`src/rtl/memory_cycle_pkg.sv`:
```
// Shared encodings for the MEM stage: funct3 access codes, WB mux selects,
// FSM states and the layout of the M->W pipeline register.
// Imported by the align sub-module, the top and the testbench.
package memory_cycle_pkg;

    // Load funct3 encodings
    localparam logic [2:0] F3_LB  = 3'b000;
    localparam logic [2:0] F3_LH  = 3'b001;
    localparam logic [2:0] F3_LW  = 3'b010;
    localparam logic [2:0] F3_LBU = 3'b100;
    localparam logic [2:0] F3_LHU = 3'b101;

    // Store funct3 encodings
    localparam logic [2:0] F3_SB  = 3'b000;
    localparam logic [2:0] F3_SH  = 3'b001;
    localparam logic [2:0] F3_SW  = 3'b010;

    // Writeback mux selects
    localparam logic [1:0] RES_ALU  = 2'b00;
    localparam logic [1:0] RES_LOAD = 2'b01;
    localparam logic [1:0] RES_PC4  = 2'b10;

    typedef enum logic {
        ST_IDLE = 1'b0,
        ST_WAIT = 1'b1
    } state_t;

    // M->W pipeline register contents
    typedef struct packed {
        logic        reg_write;
        logic [1:0]  result_src;
        logic [4:0]  rd;
        logic [31:0] alu_result;
        logic [31:0] read_data;
        logic [31:0] pc_plus4;
        logic [31:0] instr;
    } mw_t;

endpackage

```
`src/rtl/memory_cycle_if.sv`:
```
// Data-memory request/ready bus between the MEM stage and the memory.
// master: MEM stage (drives request fields); slave: memory (drives rdata/ready).
// Ports: dmem_req/we/addr/wdata/wstrb (master->slave), dmem_rdata/ready (slave->master).
interface memory_cycle_if;
    logic        dmem_req;
    logic        dmem_we;
    logic [31:0] dmem_addr;
    logic [31:0] dmem_wdata;
    logic [3:0]  dmem_wstrb;
    logic [31:0] dmem_rdata;
    logic        dmem_ready;

    modport master (
        output dmem_req, dmem_we, dmem_addr, dmem_wdata, dmem_wstrb,
        input  dmem_rdata, dmem_ready
    );

    modport slave (
        input  dmem_req, dmem_we, dmem_addr, dmem_wdata, dmem_wstrb,
        output dmem_rdata, dmem_ready
    );
endinterface

```
`src/rtl/memory_cycle_load_store_align.sv`:
```
// Byte-lane formatting: store strobes/replicated data, load extract+extend, misalignment.
// Latency: purely combinational.
// Backpressure: none; ports: addr_lo_i/funct3_i/is_*_i/store_dat_i/load_word_i in, wstrb_o/wdata_o/load_dat_o/misaligned_o out.
module load_store_align
    import memory_cycle_pkg::*;
(
    input  logic [1:0]  addr_lo_i,
    input  logic [2:0]  funct3_i,
    input  logic        is_load_i,
    input  logic        is_store_i,
    input  logic [31:0] store_dat_i,
    input  logic [31:0] load_word_i,
    output logic [3:0]  wstrb_o,
    output logic [31:0] wdata_o,
    output logic [31:0] load_dat_o,
    output logic        misaligned_o
);

    logic [7:0]  lane_byte;
    logic [15:0] lane_half;

    assign lane_byte = load_word_i[{addr_lo_i, 3'b000} +: 8];
    assign lane_half = addr_lo_i[1] ? load_word_i[31:16] : load_word_i[15:0];

    always_comb begin
        load_dat_o = 32'h0;
        case (funct3_i)
            F3_LB:   load_dat_o = {{24{lane_byte[7]}}, lane_byte};
            F3_LBU:  load_dat_o = {24'h0, lane_byte};
            F3_LH:   load_dat_o = {{16{lane_half[15]}}, lane_half};
            F3_LHU:  load_dat_o = {16'h0, lane_half};
            F3_LW:   load_dat_o = load_word_i;
            default: load_dat_o = 32'h0;
        endcase
    end

    // Strobes stay zero for anything that is not a store so the memory
    // never sees a partial write on a load.
    always_comb begin
        wstrb_o = 4'b0000;
        wdata_o = store_dat_i;
        if (is_store_i) begin
            case (funct3_i)
                F3_SB: begin
                    wstrb_o = 4'b0001 << addr_lo_i;
                    wdata_o = {4{store_dat_i[7:0]}};
                end
                F3_SH: begin
                    wstrb_o = 4'b0011 << addr_lo_i;
                    wdata_o = {2{store_dat_i[15:0]}};
                end
                F3_SW:   wstrb_o = 4'b1111;
                default: wstrb_o = 4'b0000;
            endcase
        end
    end

    always_comb begin
        misaligned_o = 1'b0;
        if (is_load_i) begin
            case (funct3_i)
                F3_LH, F3_LHU: misaligned_o = addr_lo_i[0];
                F3_LW:         misaligned_o = |addr_lo_i;
                default:       misaligned_o = 1'b0;
            endcase
        end else if (is_store_i) begin
            case (funct3_i)
                F3_SH:   misaligned_o = addr_lo_i[0];
                F3_SW:   misaligned_o = |addr_lo_i;
                default: misaligned_o = 1'b0;
            endcase
        end
    end

endmodule

```
`src/rtl/memory_cycle.sv`:
```
// RV32I MEM stage: drives the dmem bus, formats load/store data, registers M->W.
// Latency: 1 cycle M->W; memory ops complete on the first cycle dmem_ready=1.
// Backpressure: Stall_M held while the bus is busy (bounded by WAIT_LIMIT), W holds meanwhile.
// Ports: clk/rst_n; E/M inputs (*_M); dmem bus interface (master); Stall_M, MemErr_M; M/W outputs (*_W).
module memory_cycle
    import memory_cycle_pkg::*;
#(
    parameter int unsigned WAIT_LIMIT = 255
) (
    input  logic                 clk,
    input  logic                 rst_n,

    input  logic                 RegWrite_M,
    input  logic                 MemWrite_M,
    input  logic                 MemRead_M,
    input  logic [1:0]           ResultSrc_M,
    input  logic [2:0]           funct3_M,
    input  logic [4:0]           RD_M,
    input  logic [31:0]          PCPlus4_M,
    input  logic [31:0]          WriteData_M,
    input  logic [31:0]          ALU_Result_M,
    input  logic [31:0]          Instr_M,

    memory_cycle_if.master       dmem,

    output logic                 Stall_M,
    output logic                 MemErr_M,

    output logic                 RegWrite_W,
    output logic [1:0]           ResultSrc_W,
    output logic [4:0]           RD_W,
    output logic [31:0]          ALU_Result_W,
    output logic [31:0]          ReadData_W,
    output logic [31:0]          PCPlus4_W,
    output logic [31:0]          Instr_W
);

    localparam int unsigned         CNT_W   = (WAIT_LIMIT < 2) ? 1 : $clog2(WAIT_LIMIT + 1);
    localparam logic [CNT_W-1:0]    LIMIT_C = CNT_W'(WAIT_LIMIT);

    state_t            state_q, state_d;
    logic [CNT_W-1:0]  cnt_q, cnt_d;
    mw_t               w_q, w_d;

    logic              is_load, is_store, mem_op;
    logic              misaligned, timeout;
    logic [31:0]       load_dat;
    logic [3:0]        wstrb;
    logic [31:0]       wdata;
    logic              req, stall, err, w_load, w_regwrite;
    logic [31:0]       w_rdata;

    // Load wins when both enables are (illegally) high.
    assign is_load  = MemRead_M;
    assign is_store = MemWrite_M & ~MemRead_M;
    assign mem_op   = MemRead_M | MemWrite_M;

    load_store_align u_align (
        .addr_lo_i    (ALU_Result_M[1:0]),
        .funct3_i     (funct3_M),
        .is_load_i    (is_load),
        .is_store_i   (is_store),
        .store_dat_i  (WriteData_M),
        .load_word_i  (dmem.dmem_rdata),
        .wstrb_o      (wstrb),
        .wdata_o      (wdata),
        .load_dat_o   (load_dat),
        .misaligned_o (misaligned)
    );

    // The counter already includes the IDLE cycle that issued the request,
    // so the stall lasts exactly WAIT_LIMIT cycles before the abort cycle.
    assign timeout = (WAIT_LIMIT != 0) && (cnt_q == LIMIT_C);

    always_comb begin
        state_d    = state_q;
        cnt_d      = cnt_q;
        req        = 1'b0;
        stall      = 1'b0;
        err        = 1'b0;
        w_load     = 1'b1;
        w_regwrite = RegWrite_M;
        w_rdata    = 32'h0;

        case (state_q)
            ST_IDLE: begin
                if (mem_op) begin
                    if (misaligned) begin
                        err        = 1'b1;
                        w_regwrite = 1'b0;
                    end else begin
                        req = 1'b1;
                        if (dmem.dmem_ready) begin
                            w_rdata = is_load ? load_dat : 32'h0;
                        end else begin
                            stall   = 1'b1;
                            w_load  = 1'b0;
                            state_d = ST_WAIT;
                            cnt_d   = CNT_W'(1);
                        end
                    end
                end
            end
            ST_WAIT: begin
                if (timeout) begin
                    // Request is dropped this cycle; the instruction retires without a write.
                    err        = 1'b1;
                    w_regwrite = 1'b0;
                    state_d    = ST_IDLE;
                    cnt_d      = '0;
                end else begin
                    req = 1'b1;
                    if (dmem.dmem_ready) begin
                        w_rdata = is_load ? load_dat : 32'h0;
                        state_d = ST_IDLE;
                        cnt_d   = '0;
                    end else begin
                        stall  = 1'b1;
                        w_load = 1'b0;
                        if (WAIT_LIMIT != 0) begin
                            cnt_d = cnt_q + CNT_W'(1);
                        end
                    end
                end
            end
            default: state_d = ST_IDLE;
        endcase

        if (!rst_n) begin
            req   = 1'b0;
            stall = 1'b0;
            err   = 1'b0;
        end
    end

    always_comb begin
        w_d            = w_q;
        w_d.reg_write  = w_regwrite;
        w_d.result_src = ResultSrc_M;
        w_d.rd         = RD_M;
        w_d.alu_result = ALU_Result_M;
        w_d.read_data  = w_rdata;
        w_d.pc_plus4   = PCPlus4_M;
        w_d.instr      = Instr_M;
    end

    always_ff @(posedge clk) begin
        if (!rst_n) begin
            state_q <= ST_IDLE;
            cnt_q   <= '0;
            w_q     <= '0;
        end else begin
            state_q <= state_d;
            cnt_q   <= cnt_d;
            if (w_load) begin
                w_q <= w_d;
            end
        end
    end

    assign dmem.dmem_req   = req;
    assign dmem.dmem_we    = is_store;
    assign dmem.dmem_addr  = {ALU_Result_M[31:2], 2'b00};
    assign dmem.dmem_wdata = wdata;
    assign dmem.dmem_wstrb = wstrb;

    assign Stall_M      = stall;
    assign MemErr_M     = err;

    assign RegWrite_W   = w_q.reg_write;
    assign ResultSrc_W  = w_q.result_src;
    assign RD_W         = w_q.rd;
    assign ALU_Result_W = w_q.alu_result;
    assign ReadData_W   = w_q.read_data;
    assign PCPlus4_W    = w_q.pc_plus4;
    assign Instr_W      = w_q.instr;

endmodule

```
`src/flat_wrapper.sv`:
```
// flat-port wrapper written by rule: the top's interface ports become plain ports
module memory_cycle_flat import memory_cycle_pkg::*;
#(
    parameter int unsigned WAIT_LIMIT = 255
)
  (clk, rst_n, RegWrite_M, MemWrite_M, MemRead_M, ResultSrc_M, funct3_M, RD_M, PCPlus4_M, WriteData_M, ALU_Result_M, Instr_M, Stall_M, MemErr_M, RegWrite_W, ResultSrc_W, RD_W, ALU_Result_W, ReadData_W, PCPlus4_W, Instr_W, dmem_dmem_req, dmem_dmem_we, dmem_dmem_addr, dmem_dmem_wdata, dmem_dmem_wstrb, dmem_dmem_rdata, dmem_dmem_ready);
  memory_cycle_if dmem_i ();
  input  logic clk;
  input  logic rst_n;
  input  logic RegWrite_M;
  input  logic MemWrite_M;
  input  logic MemRead_M;
  input  logic [1:0] ResultSrc_M;
  input  logic [2:0] funct3_M;
  input  logic [4:0] RD_M;
  input  logic [31:0] PCPlus4_M;
  input  logic [31:0] WriteData_M;
  input  logic [31:0] ALU_Result_M;
  input  logic [31:0] Instr_M;
  output logic Stall_M;
  output logic MemErr_M;
  output logic RegWrite_W;
  output logic [1:0] ResultSrc_W;
  output logic [4:0] RD_W;
  output logic [31:0] ALU_Result_W;
  output logic [31:0] ReadData_W;
  output logic [31:0] PCPlus4_W;
  output logic [31:0] Instr_W;
  output wire logic [$bits(dmem_i.dmem_req)-1:0] dmem_dmem_req;
  output wire logic [$bits(dmem_i.dmem_we)-1:0] dmem_dmem_we;
  output wire logic [$bits(dmem_i.dmem_addr)-1:0] dmem_dmem_addr;
  output wire logic [$bits(dmem_i.dmem_wdata)-1:0] dmem_dmem_wdata;
  output wire logic [$bits(dmem_i.dmem_wstrb)-1:0] dmem_dmem_wstrb;
  input wire logic [$bits(dmem_i.dmem_rdata)-1:0] dmem_dmem_rdata;
  input wire logic [$bits(dmem_i.dmem_ready)-1:0] dmem_dmem_ready;
  assign dmem_dmem_req = dmem_i.dmem_req;
  assign dmem_dmem_we = dmem_i.dmem_we;
  assign dmem_dmem_addr = dmem_i.dmem_addr;
  assign dmem_dmem_wdata = dmem_i.dmem_wdata;
  assign dmem_dmem_wstrb = dmem_i.dmem_wstrb;
  assign dmem_i.dmem_rdata = dmem_dmem_rdata;
  assign dmem_i.dmem_ready = dmem_dmem_ready;
  memory_cycle #(.WAIT_LIMIT(WAIT_LIMIT)) u_core (.clk(clk), .rst_n(rst_n), .RegWrite_M(RegWrite_M), .MemWrite_M(MemWrite_M), .MemRead_M(MemRead_M), .ResultSrc_M(ResultSrc_M), .funct3_M(funct3_M), .RD_M(RD_M), .PCPlus4_M(PCPlus4_M), .WriteData_M(WriteData_M), .ALU_Result_M(ALU_Result_M), .Instr_M(Instr_M), .dmem(dmem_i), .Stall_M(Stall_M), .MemErr_M(MemErr_M), .RegWrite_W(RegWrite_W), .ResultSrc_W(ResultSrc_W), .RD_W(RD_W), .ALU_Result_W(ALU_Result_W), .ReadData_W(ReadData_W), .PCPlus4_W(PCPlus4_W), .Instr_W(Instr_W));
endmodule
```
`config.mk`:
```
export PLATFORM = sky130hd
export DESIGN_NAME = memory_cycle_flat
export DESIGN_NICKNAME = d
export VERILOG_FILES = /design/src/rtl/memory_cycle_pkg.sv /design/src/rtl/memory_cycle_if.sv /design/src/rtl/memory_cycle_load_store_align.sv /design/src/rtl/memory_cycle.sv /design/src/flat_wrapper.sv
export SDC_FILE = /design/constraint.sdc
export NUM_CORES = 1
export LEC_CHECK = 0
export ABC_AREA = 1
export BUFFER_PORTS_ARGS = -buffer_cell sky130_fd_sc_hd__buf_4
export CAP_MARGIN = 20
export CORE_AREA = 2 2 150 152
export DETAILED_ROUTE_END_ITERATION = 7
export DIE_AREA = 0 0 152 154
export PLACE_DENSITY = 0.66
export SYNTH_ARGS = -nofsm -noshare
export SYNTH_HDL_FRONTEND = slang
export SYNTH_SLANG_ARGS = --single-unit
export TNS_END_PERCENT = 1
```
`constraint.sdc`:
```
create_clock -name clk -period 2 [get_ports clk]
set_input_delay 0 -clock clk [delete_from_list [all_inputs] [get_ports clk]]
set_output_delay 0 -clock clk [all_outputs]
set_load 0.05 [all_outputs]
```
Word level (Yosys, flattened, before mapping) --
Cells that the tools add are included.
Storage, ports and cells: register bits after elaboration 145, logic and storage cells 76
Operators by class: add/sub/neg operators 1, equality and inequality tests 8, shift operators 3, muxes and demuxes 47, bitwise gates (word level) 4, reductions and logical operators 4
Operators with widths (count):
- $mux 32 | 6
- $pmux 32 s5 | 1
- $pmux 32 s2 | 2
- $mux 8 | 5
- $shiftx 32x6->8 | 1
- $mux 1 | 22
- $mux 16 | 1
- $pmux 8 s2 | 1
- $pmux 1 s2 | 7
- $pmux 4 s3 | 1
- $add 8x1->8 const B | 1
- $eq 8x8->1 const B | 1
- $eq 3x3->1 const B | 2
- $mux 4 | 1
- $ne 2x2->1 const B | 2
- $reduce_or 2->1 | 2
- $shl 1x2->4 const A | 1
- $shl 2x2->4 const A | 1
- $eq 3x1->1 const B | 1
- $eq 3x2->1 const B | 1
- $logic_not 3->1 | 1
- $reduce_and 3->1 | 1
- $ne 2x1->1 const B | 1
- $not 1->1 | 2
- 2 further kinds | 2

Logic depth before layout (Yosys ltp) --
Gate-level depths: netlist of run 1.
word-level depth 8, gate-level depth with buffers 14

Cells and area by module --
A second synthesis of run 1 with hierarchy kept.
Unflattened totals: cells, all modules 1295, area, all modules 8431.8 µm²
Modules (own cells, without submodules):
- memory_cycle | times used 1, cells each 950, area each 6926.6 µm²
- load_store_align | times used 1, cells each 345, area each 1505.2 µm²

Worst setup path after synthesis of run 1 --
OpenSTA, ideal clock, no wires.
path kind in2out, start input funct3_M[1], end output dmem_dmem_wdata[23], arrival time 2049 ps, required time 2000 ps, setup slack -49 ps, stages 8, path buffers 1, path through inv_1 -> nand2_1 -> nor2_1 -> inv_2 -> nand2_1 -> nand2_2 -> clkbuf_1 -> o21ai_0
Between the ends: word-level cells in the longest chain between the ends 3
RTL lines:
- from (decl) | line flat_wrapper.sv:14 | input logic [2:0] funct3_M;
- $eq 3x1->1 or $logic_not 3->1 (tied branches) | line memory_cycle_load_store_align.sv:43 | case (funct3_i)
- $pmux 32 s2 (*) | line memory_cycle_load_store_align.sv:43
- $mux 32 (*) | line memory_cycle_load_store_align.sv:42 | if (is_store_i) begin
- to (decl) | line flat_wrapper.sv:32 | output wire logic [$bits(dmem_i.dmem_wdata)-1:0] dmem_dmem_wdata;
Every way passes the cells marked *; elsewhere a longest branch is shown, timed or not.

Worst setup path after layout of run 1 --
start register u_core.cnt_q[1], end register u_core.w_q (netlist bit u_core.RegWrite_W)
Between the ends: word-level cells in the longest chain between the ends 3
RTL lines:
- from (decl) | line memory_cycle.sv:42 | logic [CNT_W-1:0] cnt_q, cnt_d;
- from (signal assigned) | line memory_cycle.sv:154 | cnt_q <= cnt_d;
- $eq 8x8->1 (*) | line memory_cycle.sv:73 | assign timeout = (WAIT_LIMIT != 0) && (cnt_q == LIMIT_C);
- $mux 1 | line memory_cycle.sv:105 | if (timeout) begin
- $pmux 1 s2 | line memory_cycle.sv:85 | case (state_q)
- to (signal assigned) | line memory_cycle.sv:156 | w_q <= w_d;
- to (decl) | line memory_cycle.sv:43 | mw_t w_q, w_d;
Marked as above. A chain may end at the register's enable or synchronous reset.

==> impl_metrics.yaml, run 1 <==
floorplan:
  design.portCount: 384
  dieWidth_um: 152
  die-area_um2: 23400
  initial_utilization_pct: 33.0
  coreArea_um2: 21700
  dieHeight_um: 154
  fp-row-count: 54
setup_path:
  cp_data_required_time_ns: 2.35
  worst-endpoint-arrival_ns: 2.30
  worstSetupEndpointType: "register"
  worst_path_max_delay_cell: "sky130_fd_sc_hd__dfxtp_2"
  critical_path.most_common_cell: "sky130_fd_sc_hd__buf_4"
  crit_path_start_kind: "register"
  worstPathMaxFanout: 4
  crit_family: "buffers and inverters"
  critPathMaxStageDelay_ns: 0.34
  rrSetupSlack_ns: 0.06
  worst-setup-path-type: "reg -> reg"
  cp_num_buf_inv: 7
  critical_path_cell_by_cell: "ha_4 -> nand2_2 -> nor3_4 -> buf_4 -> buf_4 -> buf_4 -> buf_4 -> buf_4 -> buf_4 -> buf_4 -> nand3_2 -> nand3_2 -> nand2_1 -> nand2_1 -> nor2_1"
logic_synthesis:
  synthSimpleGateAreaFrac_pct: 37.0
  syn_area_per_cell_um2: 6.92
  synth_mux_area_share_pct: 0
  syn_area_um2: 7150
  yosys_warning_count: 0
  synth_xor_area_share_pct: 0.122
  synth_top_family_by_area: "simple AND/OR/NAND/NOR gates"
  synth_cell_type_count: 34
  synth-compound-area-share_pct: 10.1
  ys_ff_latch: 145
  synth_fa_ha_area_share_pct: 0.175
  syn-instance-count: 1034
  synth-seq-area-share_pct: 40.6
sta:
  hold_viol_final: 0
  fin_ws_ns: 0.0568
  setup_viol_count_final: 0
  slew_headroom_pct: 49.7
  post-route-period-util_pct: 97.2
  timing.clock.skew_ns: 0.0135
  final.setup.tns_ns: 0
  worst_hold_check_slack_ns: 0.0156
  layout_min_cycle_time_ns: 1.94
  final_max_slew_viol_count: 0
  maxClockFrequency_mhz: 515
  tightest_slew_ns: 0.754
pwr:
  power.leakage_nw: 6.14
  finalPower_mw: 9.63
  power.density_cell_area_nw_per_um2: 800
  vdd_ir_drop_max_mv: 0.511
layout:
  sequential_cell_area_um2: 2910
  final_cell_count_no_fill: 1785
  post-route-util_pct: 55.5
  syn_to_final_growth_pct: 68.3
  diodes: 0
  final_common_cell: "sky130_fd_sc_hd__buf_4"
  drive_above_1_share_pct: 32.1
  final_cell_mix: "sky130_fd_sc_hd__buf_4, sky130_fd_sc_hd__nand2_1, sky130_fd_sc_hd__nand3_1, sky130_fd_sc_hd__dfxtp_1, sky130_fd_sc_hd__dlygate4sd3_1"
  nFillCells: 1970
  multi_input_logic_area_um2: 3460
  stdcell_area_um2: 12000
  count_of_nets_after_finishing: 1669
route:
  vias: 8698
  avgViaCountPerCell: 4.87
  ant_nets: 0
  detail_route.iter0.violations: 542
  post_route_drc_violation_count: 0
  wl_um: 28500
  detail_route.first_pass.iterations: 6
  drt-wirelength-per-cell_um: 16.0
clock_tree:
  tritoncts_num_sinks: 145
  tritoncts: "built"
  cts_htree_levels: 4
  cts_inserted_buffers: 17
  clkLatencyLatePin_ns: 0.42
  clk_root_buffer_cell: "sky130_fd_sc_hd__clkbuf_16"
  clkTransAtPathRegs_ns: 0.06
  clock_path_buffers: 2
grt:
  vias_in_the_first_global_route: 8485
  antenna_found_initial: 0
  grt_overflow_total: 0
  grt_pass1_wl_um: 43900
  global_route.usage.total_pct: 23.0
  grt_max_degree: 70
placement:
  place.port_buffers: 381
  place_congestion: 0.882
  dp.cells: 1611
  placed_area_um2: 9950
  dpl.hpwl_um: 19500
  detailedPlace.worstSlack_ns: 0.0606
min_path:
  hold_class: "in -> reg"
run_status:
  outcome: "complete, no violations"
job:
  max_cap_violations: 0
-- power breakdown --
group / total [mW] / internal [mW] / switching [mW]
Combinational: 3.18 / 1.15 / 2.03
Sequential: 3.24 / 3.12 / 0.121
Clock: 3.21 / 1.86 / 1.35
-- final cells by class --
| type | instances | area share [%] |
|---|---|---|
| timing repair buffer | 548 | 37.9 |
| multi-input combinational | 732 | 28.7 |
| sequential | 145 | 24.1 |
| clock buffer | 19 | 3.60 |
| tap | 280 | 2.91 |
| inverter | 48 | 1.50 |
| clock inverter | 13 | 1.26 |
-- cells by family (layout without fill, tap and decap cells) --
group                      after synthesis  count (layout)
and+or+nand+nor                        595             595
buffers and inverters                  158             628
DFF                                    145             145
AOI/OAI and AO/OA                      133             133
adders and majority gates                1               1
other                                    1               2
xor gates and xnor gates                 1               1
-- path summary, 6_finish.rpt --
| check | from | endpoint | cells past startpoint |
|---|---|---|---|
| worst max-delay path | u_core.cnt_q[1] | u_core.RegWrite_W | 15 |
| worst min-delay path | dmem_dmem_rdata[29] | u_core.ReadData_W[29] | 5 |
| worst max register to register | u_core.cnt_q[1] | u_core.RegWrite_W | 15 |
| worst min register to register | u_core.ResultSrc_W[1] | u_core.ResultSrc_W[1] | 2 |
-- sequential cells by signal, summed over array words and instances (netlist names) --
signal               flops
u_core.RegWrite_W        1
u_core.cnt_q             8
u_core.ResultSrc_W       2
u_core.RD_W              5
u_core.state_q           1
u_core.ReadData_W       32
u_core.ALU_Result_W     32
u_core.PCPlus4_W        32
u_core.Instr_W          32
-- layer usage --
layer  up-vias  global-route usage [%]  part of all wire [%]
met3        40                    4.99                   6.2
met1      4012                    27.4                    41
li1       4257                       -                     -
met2       389                    41.2                    51
met5         -                       0                     0
met4         0                    7.52                   2.3
-- cells in the mapped netlist --
| library cell | instances | area share [%] |
|---|---|---|
| sky130_fd_sc_hd__a21oi_1 | 69 | 4.8 |
| sky130_fd_sc_hd__a21oi_4 | 1 | 0.23 |
| sky130_fd_sc_hd__a32oi_1 | 1 | 0.12 |
| sky130_fd_sc_hd__and3_1 | 1 | 0.088 |
| sky130_fd_sc_hd__buf_1 | 4 | 0.21 |
| sky130_fd_sc_hd__buf_2 | 26 | 1.8 |
| sky130_fd_sc_hd__buf_4 | 44 | 4.6 |
| sky130_fd_sc_hd__buf_6 | 9 | 1.4 |
| sky130_fd_sc_hd__clkbuf_1 | 27 | 1.4 |
| sky130_fd_sc_hd__conb_1 | 1 | 0.052 |
| sky130_fd_sc_hd__dfxtp_1 | 145 | 41 |
| sky130_fd_sc_hd__ha_1 | 1 | 0.17 |
| sky130_fd_sc_hd__inv_1 | 42 | 2.2 |
| sky130_fd_sc_hd__inv_2 | 6 | 0.31 |
| sky130_fd_sc_hd__nand2_1 | 316 | 17 |
| sky130_fd_sc_hd__nand2_2 | 7 | 0.61 |
| sky130_fd_sc_hd__nand2_4 | 1 | 0.16 |
| sky130_fd_sc_hd__nand3_1 | 149 | 10 |
| sky130_fd_sc_hd__nand3_2 | 1 | 0.14 |
| sky130_fd_sc_hd__nand3b_1 | 42 | 4.4 |
| sky130_fd_sc_hd__nand4_1 | 5 | 0.44 |
| sky130_fd_sc_hd__nor2_1 | 68 | 3.6 |
| sky130_fd_sc_hd__nor2_2 | 1 | 0.088 |
| sky130_fd_sc_hd__nor2_4 | 1 | 0.16 |
| sky130_fd_sc_hd__nor3_1 | 1 | 0.070 |
| sky130_fd_sc_hd__nor3_2 | 1 | 0.14 |
| sky130_fd_sc_hd__o2111ai_1 | 1 | 0.12 |
| sky130_fd_sc_hd__o211ai_1 | 5 | 0.52 |
| sky130_fd_sc_hd__o21ai_0 | 42 | 2.9 |
| sky130_fd_sc_hd__o21bai_1 | 5 | 0.52 |
| sky130_fd_sc_hd__o22ai_1 | 8 | 0.70 |
| sky130_fd_sc_hd__o311ai_0 | 1 | 0.12 |
| sky130_fd_sc_hd__or2_2 | 1 | 0.088 |
| sky130_fd_sc_hd__xor2_1 | 1 | 0.12 |
-- worst min-delay path: stages --
cell                      delay [ns]
sky130_fd_sc_hd__buf_4          0.09
sky130_fd_sc_hd__nand2_1        0.06
sky130_fd_sc_hd__nand3_1        0.09
sky130_fd_sc_hd__nand3_1        0.09
sky130_fd_sc_hd__nand2_1        0.07
-- what timing repair did --
action,4_1_cts,5_1_grt
gates cloned,2,1
resized for setup,6,8
pin swaps,2,4
endpoints found under the setup margin,3,20
hold endpoints to repair,124,0
hold buffers,123,0
buffers inserted,10,6
Power figures use the tool's default switching activity.
==> run 2: changes to the inputs <==
Settings changed: ABC_AREA 1 to not set, CORE_AREA 2 2 150 152 to 2 2 149 151, DIE_AREA 0 0 152 154 to 0 0 151 153, PLACE_DENSITY 0.66 to not set, PLACE_DENSITY_LB_ADDON set to 0.3.
==> run 2 against run 1 <==
Compared with the run above: global-route usage down 3.6 points; cell area down 6.1%; clock power about the same; clock skew up 0.0086 ns; non-clock buffer count down 21; via count down 19%; sequential power down 2%; cell count down 18%; critical endpoint is now MemErr_M; largest cell class unchanged.
==> impl_metrics.yaml, run 2 <==
run_status:
  outcome: "complete, no violations"
placement:
  place_congestion: 0.824
  dpl.hpwl_um: 16000
  detailedPlace.worstSlack_ns: 0.104
  place.port_buffers: 381
  dp.cells: 1311
logic_synthesis:
  yosys_warning_count: 0
  most_numerous_cell_in_the_yosys_netlist: "sky130_fd_sc_hd__dfxtp_1"
  synth_top_family_by_area: "compound AO/OA/AOI/OAI gates"
  cell_type_with_the_highest_aggregate_area_in_the_netlist: "sky130_fd_sc_hd__dfxtp_1"
  synth_xor_area_share_pct: 0.134
  post_synth_edffs: 0
  syn_area_um2: 6550
  synth-seq-area-share_pct: 44.3
  synth_fa_ha_area_share_pct: 0.191
  synthSimpleGateAreaFrac_pct: 18.5
  synth_commonest_cells: "sky130_fd_sc_hd__dfxtp_1, sky130_fd_sc_hd__nand3_1, sky130_fd_sc_hd__nand2_1, sky130_fd_sc_hd__a22o_1, sky130_fd_sc_hd__buf_4"
  syn-instance-count: 727
  synth_flop_cell: "sky130_fd_sc_hd__dfxtp_1"
  synth-compound-area-share_pct: 21.7
  synth_mux_area_share_pct: 5.48
  syn_area_per_cell_um2: 9.01
  synthArstFlopShare_pct: 0
  cells_taking_the_most_area_after_synthesis: "sky130_fd_sc_hd__dfxtp_1, sky130_fd_sc_hd__a22o_1, sky130_fd_sc_hd__nand3_1"
  ys_ff_latch: 145
  synth_cell_type_count: 49
  synth.top_cell.area_share_pct: 44.3
job:
  max_cap_violations: 0
grt:
  global_route.usage.total_pct: 19.5
  grt_max_degree: 89
  antenna_found_initial: 0
  vias_in_the_first_global_route: 6822
  grt_pass1_wl_um: 35800
  grt_overflow_total: 0
sta:
  maxClockFrequency_mhz: 506
  post-route-period-util_pct: 98.9
  fin_ws_ns: 0.0230
  final_max_slew_viol_count: 0
  slew_headroom_pct: 43.3
  tightest_slew_ns: 0.850
  hold_viol_final: 0
  setup_viol_count_final: 0
  unrepaired_setup_endpoints_after_global_routing: "true"
  layout_min_cycle_time_ns: 1.98
  timing.clock.skew_ns: 0.0220
layout:
  drive_above_1_share_pct: 40.4
  diodes: 0
  count_of_nets_after_finishing: 1351
  final_common_cell: "sky130_fd_sc_hd__buf_4"
  final_cell_count_no_fill: 1467
  syn_to_final_growth_pct: 72.5
  final_cell_mix: "sky130_fd_sc_hd__buf_4, sky130_fd_sc_hd__dfxtp_1, sky130_fd_sc_hd__dlygate4sd3_1, sky130_fd_sc_hd__nand3_1, sky130_fd_sc_hd__nand2_1"
setup_path:
  crit_family: "simple AND/OR/NAND/NOR gates"
  reg2reg_from: "u_core.cnt_q[1]"
  crit_start: "u_core.cnt_q[1]"
  worstPathMaxFanout: 5
  worst-setup-path-type: "reg -> out"
  timing.critical_path.to: "MemErr_M"
  length_in_cells_of_the_worst_reg_to_reg_path: 7
  critPathMaxStageDelay_ns: 0.35
  cp_num_buf_inv: 2
  worst-endpoint-arrival_ns: 1.98
  worstSetupEndpointType: "output pin"
  critical_path_cell_by_cell: "ha_2 -> nand3_2 -> buf_4 -> nor2_1 -> a31oi_1 -> nor3b_2 -> buf_6"
  cp.depth: 7
  crit_path_start_kind: "register"
  rrSetupSlack_ns: 0.12
  cp_data_required_time_ns: 2.00
  worst_path_max_delay_cell: "sky130_fd_sc_hd__dfxtp_1"
  regToRegEndpoint: "u_core.Instr_W[10]"
route:
  wl_um: 23400
  drt-wirelength-per-cell_um: 15.9
  detail_route.first_pass.iterations: 5
  detail_route.iter0.violations: 374
  ant_nets: 0
  vias: 7007
  post_route_drc_violation_count: 0
  avgViaCountPerCell: 4.78
min_path:
  hold_class: "in -> reg"
clock_tree:
  clk_root_buffer_cell: "sky130_fd_sc_hd__clkbuf_16"
  clkTransAtPathRegs_ns: 0.07
  clkLatencyLatePin_ns: 0.44
  tritoncts_num_sinks: 145
  tritoncts: "built"
  clock_path_buffers: 2
  cts_htree_levels: 4
  cts_inserted_buffers: 17
pwr:
  vdd_ir_drop_max_mv: 0.436
  power.density_cell_area_nw_per_um2: 796
  cell_internal_pwr_mw: 5.90
  power.switching_fraction_pct: 34.5
  power.leakage_nw: 5.25
  clock_power_share_pct: 35.8
  comb_power_share_pct: 28.8
  p_sw_mw: 3.10
  p_seq_share_pct: 35.4
floorplan:
  dieWidth_um: 151
  initial_utilization_pct: 30.5
  dieHeight_um: 153
  design.portCount: 384
  coreArea_um2: 21500
  die-area_um2: 23100
  fp-row-count: 54
## run 2: logic make-up (layout without fill, tap and decap cells)
kind of cell / after synthesis / after routing
adders and majority gates: 1 / 1
and+or+nand+nor: 248 / 248
muxes: 33 / 33
xor gates and xnor gates: 1 / 1
AOI/OAI and AO/OA: 192 / 192
other: 1 / 2
DFF: 145 / 145
buffers and inverters: 106 / 565
## run 2: how the worst min path moves through the flow
stage                        start               endpoint  slack (ns)  depth (start not counted)
4_1_cts        dmem_dmem_rdata[23]  u_core.ReadData_W[23]       0.003                          4
5_1_grt        dmem_dmem_rdata[25]  u_core.ReadData_W[25]        0.01                          4
3_3_place_gp           Instr_M[26]     u_core.Instr_W[26]        0.21                          2
3_5_place_dp            Instr_M[3]      u_core.Instr_W[3]        0.21                          2
2_1_floorplan            MemRead_M           dmem_dmem_we        0.10                          1
6_report       dmem_dmem_rdata[25]  u_core.ReadData_W[25]       0.005                          4
## run 2: final cells by class
cell class,instances,area (um2)
flip-flops and latches,145,2910
clock buffers,19,453
multi-input cells,477,3070
well taps,280,350
repair buffers,527,4360
fillers,1947,10200
clock inverters,13,140
inverters,6,22.5
## run 2: worst reg2reg max path, delay by kind of cell, from the launching register on
kind	cells	cell delay, ns
flops	1	0.35
buf+inv	1	0.21
compound gates	3	0.73
fa+ha+maj	1	0.21
simple gates	2	0.31
## run 2: stage by stage
stage	utilization [%]	hold WS [ns]	TNS, ns	area (um2)	total power [mW]
after global placement	44.0	0.209	0	9450	5.62
after CTS	52.6	0.00271	0	11300	9.07
after detailed placement	44.0	0.212	0	9450	5.63
after global routing	52.6	0.00951	-0.232	11300	9.37
after floorplan	-	0.105	-2.94	6570	4.79
final	52.6	0.00479	0	11300	9.00
## run 2: metal layers
| layer | up-vias | GRT usage (%) | wire length [um] |
|---|---|---|---|
| met5 | - | 0 | 0 |
| met4 | 0 | 6.94 | 590 |
| met3 | 45 | 4.63 | 1800 |
| met2 | 298 | 35.0 | 11800 |
| met1 | 3220 | 22.2 | 9150 |
| li1 | 3444 | - | - |
## run 2: power groups by stage
stage	combinational (mW)	sequential [mW]	clock, mW
5_1_grt	2.73	3.20	3.44
6_report	2.60	3.18	3.22
2_1_floorplan	0.903	3.88	0
3_5_place_dp	2.38	3.25	0
3_3_place_gp	2.37	3.24	0
4_1_cts	2.59	3.18	3.30
## run 2: repair_timing
action,4_1_cts,5_1_grt
endpoints found under the hold margin,128,0
hold buffers,123,0
gates resized for setup,4,5
gates cloned,0,0
pin swaps,1,0
setup endpoints to repair,3,20
buffers inserted,1,0
